<file path="src/rtl/mul_operand_sched.sv">
// Operand scheduler for the serial shift-add multiplier. Operand pairs are queued in a
// small FIFO and issued one at a time. Each result, or a watchdog timeout, goes out on a
// valid/ready port.
module mul_operand_sched #(
  parameter int W     = 16,
  parameter int DEPTH = 4,
  parameter int TMO   = 64
) (
  input  logic                     clk_i,
  input  logic                     rst_i,
  input  logic                     in_valid_i,
  output logic                     in_ready_o,
  input  logic [W-1:0]             in_a_i,
  input  logic [W-1:0]             in_b_i,
  output logic                     mul_start_o,
  output logic [W-1:0]             mul_a_o,
  output logic [W-1:0]             mul_b_o,
  input  logic                     mul_done_i,
  input  logic [W-1:0]             mul_y_i,
  output logic                     out_valid_o,
  input  logic                     out_ready_i,
  output logic [W-1:0]             out_y_o,
  output logic                     out_err_o,
  output logic [$clog2(DEPTH):0]   count_o
);

  localparam int AW = $clog2(DEPTH);
  localparam int CW = AW + 1;
  localparam int TW = $clog2(TMO + 1);

  // state | meaning
  // IDLE  | waiting for a queued pair and a free output slot
  // ISSUE | start pulse to the multiplier, timer cleared
  // WAIT  | multiplication in flight, watchdog running
  typedef enum logic [1:0] {
    IDLE  = 2'd0,
    ISSUE = 2'd1,
    WAIT  = 2'd2
  } state_t;

  state_t state, state_next;

  logic [W-1:0]  mem_a [DEPTH];
  logic [W-1:0]  mem_b [DEPTH];
  logic [AW-1:0] wr_ptr, rd_ptr;
  logic [CW-1:0] count;
  logic [TW-1:0] timer;

  logic push, pop, slot_free, load_ok, load_err;

  assign in_ready_o  = rst_i & (count < CW'(DEPTH));
  assign push        = in_valid_i & in_ready_o;
  assign slot_free   = ~out_valid_o | out_ready_i;
  assign count_o     = count;
  assign mul_start_o = (state == ISSUE);

  // Pointers wrap naturally because DEPTH is a power of two.
  always_ff @(posedge clk_i) begin
    if (!rst_i) begin
      wr_ptr <= '0;
      rd_ptr <= '0;
      count  <= '0;
    end else begin
      if (push) begin
        mem_a[wr_ptr] <= in_a_i;
        mem_b[wr_ptr] <= in_b_i;
        wr_ptr        <= wr_ptr + AW'(1);
      end
      if (pop) begin
        rd_ptr <= rd_ptr + AW'(1);
      end
      case ({push, pop})
        2'b10:   count <= count + CW'(1);
        2'b01:   count <= count - CW'(1);
        default: count <= count;
      endcase
    end
  end

  always_ff @(posedge clk_i) begin
    if (!rst_i) begin
      state <= IDLE;
    end else begin
      state <= state_next;
    end
  end

  always_comb begin
    state_next = state;
    pop        = 1'b0;
    load_ok    = 1'b0;
    load_err   = 1'b0;
    case (state)
      IDLE: begin
        if ((count != '0) && slot_free) begin
          pop        = 1'b1;
          state_next = ISSUE;
        end
      end
      ISSUE: begin
        state_next = WAIT;
      end
      WAIT: begin
        // A done in the same cycle as the timeout still counts as a good result.
        if (mul_done_i) begin
          load_ok    = 1'b1;
          state_next = IDLE;
        end else if (timer == TW'(TMO - 1)) begin
          load_err   = 1'b1;
          state_next = IDLE;
        end
      end
      default: begin
        state_next = IDLE;
      end
    endcase
  end

  always_ff @(posedge clk_i) begin
    if (!rst_i) begin
      timer <= '0;
    end else if (state == ISSUE) begin
      timer <= '0;
    end else if (state == WAIT) begin
      timer <= timer + TW'(1);
    end
  end

  // Operands only move on the IDLE->ISSUE edge and stay put through WAIT.
  always_ff @(posedge clk_i) begin
    if (!rst_i) begin
      mul_a_o <= '0;
      mul_b_o <= '0;
    end else if (pop) begin
      mul_a_o <= mem_a[rd_ptr];
      mul_b_o <= mem_b[rd_ptr];
    end
  end

  always_ff @(posedge clk_i) begin
    if (!rst_i) begin
      out_valid_o <= 1'b0;
      out_y_o     <= '0;
      out_err_o   <= 1'b0;
    end else if (load_ok) begin
      out_valid_o <= 1'b1;
      out_y_o     <= mul_y_i;
      out_err_o   <= 1'b0;
    end else if (load_err) begin
      out_valid_o <= 1'b1;
      out_y_o     <= '0;
      out_err_o   <= 1'b1;
    end else if (out_valid_o && out_ready_i) begin
      out_valid_o <= 1'b0;
      out_y_o     <= '0;
      out_err_o   <= 1'b0;
    end
  end

endmodule

</file>
<file path="config.mk">
export PLATFORM = sky130hd
export DESIGN_NAME = mul_operand_sched
export DESIGN_NICKNAME = d
export VERILOG_FILES = /design/src/rtl/mul_operand_sched.sv
export SDC_FILE = /design/constraint.sdc
export NUM_CORES = 1
export LEC_CHECK = 0
export CAP_MARGIN = 25
export CORE_AREA = 2 2 121 182
export CTS_CLUSTER_SIZE = 16
export DETAILED_ROUTE_END_ITERATION = 10
export DIE_AREA = 0 0 123 184
export GPL_TIMING_DRIVEN = 0
export PLACE_DENSITY = 0.53
export SETUP_SLACK_MARGIN = 0.05
export SYNTH_ARGS = -nofsm -noshare
export SYNTH_HDL_FRONTEND = slang
export SYNTH_SLANG_ARGS = --single-unit
</file>
<file path="constraint.sdc">
create_clock -name clk_i -period 6.8 [get_ports clk_i]
set_input_delay 1.36 -clock clk_i [delete_from_list [all_inputs] [get_ports clk_i]]
set_output_delay 1.36 -clock clk_i [all_outputs]
set_load 0.02 [all_outputs]
</file>
Yosys cells after proc, flatten, opt, wreduce, memory -nomap -nowiden:

Memories as Yosys holds them, arrays and structs flattened. A register that Yosys moved wholly into a read port is not among the register bits.
Cells that the tools add are included.

* flip-flop bits (word level): 34
* latch bits: 0
* bits in writable memories: 128
* bits in read-only memories: 0
* output and inout port bits: 55
* word-level logic and storage cells: 61
* memories kept: 2

Memory list
* mem_a: words 4, bits a word 16, rd ports 1, clocked after Yosys merged registers in 1, wr ports 1, RTL line 43 `logic [W-1:0] mem_a [DEPTH];`
* mem_b: words 4, bits a word 16, rd ports 1, clocked after Yosys merged registers in 1, wr ports 1, RTL line 44 `logic [W-1:0] mem_b [DEPTH];`

* add/sub/neg operators: 5
* multipliers: 0
* div/mod/pow operators: 0
* magnitude comparators: 1
* eq/ne operators: 7
* shift-type cells: 0
* mux-type cells: 21
* bitwise operators: 5
* reductions and logical operators: 12

Operator list (count)
* 2-to-1 mux 16 bit: 3
* 2-to-1 mux 1 bit: 13
* adder 7 x 1 -> 7 bit, second input constant: 1
* equality test 7 x 6 -> 1 bit, second input constant: 1
* 2-to-1 mux 2 bit: 3
* case mux 2 bit (3 select lines): 1
* case mux 3 bit (2 select lines): 1
* nonzero test 3 bit: 2
* adder 2 x 1 -> 2 bit, second input constant: 2
* equality test 2 x 1 -> 1 bit, second input constant: 2
* equality test 2 bit, second input constant: 2
* nonzero test 2 bit: 2
* OR reduction 2 bit: 2
* adder 3 x 1 -> 3 bit, second input constant: 1
* < comparator 3 bit, second input constant: 1
* inequality test 3 bit, second input constant: 1
* subtractor 3 x 1 -> 3 bit, second input constant: 1
* AND 1 bit: 2
* logical AND 1 bit: 2
* zero test 1 bit: 2
* zero test 2 bit: 1
* inequality test 2 bit, second input constant: 1
* NOT 1 bit: 2
* AND reduction 2 bit: 1
* OR 1 bit: 1

Logic depth before layout (Yosys ltp):

* word-level depth: 7
* mapped depth: 10

Least setup slack after synthesis:

No wires, ideal clock.

* kind: input to output
* from: in rst_i
* to: out in_ready_o
* arrival: 2.021 ns
* data required time: 5.440 ns
* slack: 3.419 ns
* cell stages on the path: 4
* buffers on the path: 2
* cell sequence: buf_2 > inv_2 > buf_2 > nor2_1

* word-level cells in the longest chain between the ends: 1

Ends and longest elaborated chain
* start, declared: RTL line 10 `input logic rst_i,`
* AND 1 bit: RTL line 51 `assign in_ready_o = rst_i & (count < CW'(DEPTH));`
* end, declared: RTL line 12 `output logic in_ready_o,`

No other way between the ends.

Worst setup path after layout:

Ends and elaborated chain as after synthesis.

==> impl_metrics.json <==
{
  "min_period_over_period_pct": 57.6,
  "rows": 65,
  "vias": 4178,
  "status": "finished, final reports clean",
  "routed_wl_um": 15900,
  "drc": 0,
  "clock_tree.buffer_depth": 2,
  "ioPinCount": 108,
  "finalHoldViolations": 0,
  "fin_skew_ns": 0.00654,
  "synth_cells": 436,
  "slew_headroom_pct": 53.4,
  "fin_util_pct": 44.8,
  "drtPass1Iterations": 4,
  "layout_commonest_cell": "edfxtp_1",
  "final_cell_mix": "edfxtp_1, clkdlybuf4s50_1, dfxtp_1",
  "netlist_area_sq_um": 7270,
  "clock-sinks": 194,
  "fill_cells": 1874,
  "synth_cell_types": 39,
  "drtIter0Drc": 238,
  "hold_path.class": "register to register",
  "cts_setup_buffers": 0,
  "p_leak_nw": 3.05,
  "slowest_stage": "clkdlybuf4s50_1",
  "timing.fmax_mhz": 256,
  "worst_pin_slew_ns": 0.699,
  "cts_root_buf": "clkbuf_16",
  "yosysSeqAreaShare_pct": 71.0,
  "drv_cap": 0,
  "antenna_found_initial": 0,
  "whs_path_depth": 2,
  "rsz0062_at_grt": "no",
  "grt_pass1_vias": 4400,
  "initial_core_util_pct": 34.7,
  "worstSetupPathDepth": 5,
  "cts_tree": "yes",
  "io_buffer_count": 106,
  "clock_latency_ns": 0.43,
  "cts_buffers": 17,
  "h-tree-depth": 4,
  "grt_max_degree": 26,
  "cts_resized": 0,
  "drive_above_1_share_pct": 15.7,
  "tns_ns": 0,
  "routed_via_density": 4.94,
  "avgSynthCellArea_sq_um": 16.7,
  "ys_warn_count": 0,
  "synth_fp_nets": 496,
  "cts_hold_buf": 0,
  "critical_path_buf_inv_count": 4,
  "critical_path.startpoint_type": "input port",
  "end_kind": "primary output",
  "grtUsageTotal_pct": 14.6,
  "clk_pin_slew_ns": 0.06,
  "overflow": 0,
  "ys_ff_latch": 194,
  "crit_chain": "buf_2 -> inv_2 -> buf_2 -> nor2_1 -> clkdlybuf4s50_1",
  "cp_common_cell": "buf_2",
  "antenna-diode-count": 0,
  "fin_crit_ns": 3.91,
  "crit_family": "buffers and inverters",
  "core_area_sq_um": 21000,
  "die_area_sq_um": 22600,
  "die_w_um": 123,
  "die_h_um": 184,
  "arrival_ns": 2.55,
  "gp_congestion": 0.685,
  "finalMaxSlewViolations": 0,
  "grt_pass1_wl_um": 24300,
  "cp_slowest_stage_delay_ns": 0.60,
  "r2r_cells": 9,
  "area_delta_synth_final_pct": 29.2,
  "crit_type": "input port to primary output",
  "nets": 625,
  "wire_per_inst_um": 18.8,
  "cp_max_fo": 10,
  "hpwl_um": 10500,
  "critPathRequiredTime_ns": 5.44,
  "setup_viol": 0,
  "ant_nets": 0,
  "peakVddDrop_mv": 0.204,
  "power.density_nw_per_um2": 376
}
## cell type report
class | instances | area, sq um | share of cell area [%]
Clock inverter | 9 | 150 | 1.60
Tap cell | 268 | 335 | 3.57
Timing Repair Buffer | 110 | 1140 | 12.2
Clock buffer | 23 | 488 | 5.20
Buffer | 27 | 144 | 1.53
Inverter | 9 | 33.8 | 0.360
Multi-Input combinational cell | 206 | 1930 | 20.6
Sequential cell | 194 | 5160 | 55.0
## metrics by stage
| stage | instances | power (mW) | area [sq um] | hold WS (ns) | worst slack (ns) |
|---|---|---|---|---|---|
| 2_1_floorplan | 436 | 2.11 | 7270 | 0.447 | 3.42 |
| 3_3_place_gp | 810 | 2.49 | 8670 | 0.454 | 2.57 |
| 3_5_place_dp | 814 | 2.52 | 8750 | 0.455 | 2.54 |
| 4_1_cts | 846 | 3.59 | 9390 | 0.465 | 2.86 |
| 5_1_grt | 846 | 3.70 | 9390 | 0.473 | 2.78 |
| 6_report | 846 | 3.54 | 9390 | 0.463 | 2.89 |
## routing by layer
layer  share of wire (%)  GRT usage, %  up-vias
li1                    -             -     1969
met1                  40          16.4     2093
met2                  54          26.4      101
met3                 4.5          3.44       15
met4                 1.7          5.68        0
met5                   0             0        -
## synthesized netlist by cell type (all sizes together)
| cell type | count | area, sq um |
|---|---|---|
| nand2 | 38 | 143 |
| xnor2 | 1 | 8.76 |
| nand4 | 16 | 100 |
| nand2b | 4 | 25.0 |
| nand3 | 1 | 5.00 |
| nor4b | 1 | 8.76 |
| or3 | 3 | 18.8 |
| and3b | 1 | 8.76 |
| or4 | 3 | 22.5 |
| nor3 | 3 | 36.3 |
| nand3b | 3 | 22.5 |
| or2 | 1 | 8.76 |
| inv | 9 | 33.8 |
| buf | 15 | 98.8 |
| and2 | 5 | 31.3 |
| edfxtp | 128 | 3840 |
| dfxtp | 66 | 1320 |
| o31ai | 4 | 30.0 |
| mux2i | 2 | 20.0 |
| nor3b | 1 | 7.51 |
| nand4b | 1 | 8.76 |
| nor2 | 10 | 40.0 |
| o21ai | 4 | 20.0 |
| o31a | 1 | 8.76 |
| o2bb2ai | 48 | 420 |
| ha | 6 | 75.1 |
| clkbuf | 12 | 45.0 |
| mux4 | 32 | 721 |
| nor4 | 1 | 21.3 |
| fa | 1 | 20.0 |
| o211a | 1 | 10.0 |
| a21oi | 9 | 45.0 |
| nor2b | 1 | 6.26 |
| xor2 | 4 | 35.0 |
## cells by family after synthesis
group,share of synthesized area (%)
xor+xnor,0.602
simple gates,7.07
mux,10.2
compound gates,7.35
flops,71.0
buf+inv,2.44
fa+ha+maj,1.31
## registers in the layout (all words and copies together), names as in the netlist
name         count
out_valid_o      1
mul_b_o         16
out_y_o         16
state            2
mem_b           64
rd_ptr           2
count_o          3
timer            7
mul_a_o         16
wr_ptr           2
out_err_o        1
mem_a           64
## final timing paths
kind	start	endpoint	slack (ns)
hold / removal	mul_b_o[8]$_SDFFE_PN0P_	mul_b_o[8]$_SDFFE_PN0P_	0.46
hold reg to reg	mul_b_o[8]$_SDFFE_PN0P_	mul_b_o[8]$_SDFFE_PN0P_	0.46
setup reg to reg	state[1]$_SDFFE_PN0P_	count_o[2]$_SDFFE_PN0P_	3.89
setup / recovery	rst_i	in_ready_o	2.89
## tightest hold or removal path, delay by kind of cell, from the launching register on
family | cells | cell delay, ns
flip-flops | 1 | 0.31
AO/OA/AOI/OAI | 1 | 0.06
AND/OR/NAND/NOR | 1 | 0.05
## where the power goes
part	switching [mW]	total (mW)	internal (mW)
logic	0.511	0.984	0.473
clock network	0.411	1.06	0.654
registers	0.0819	1.49	1.40
Power figures use the tool's default switching activity.
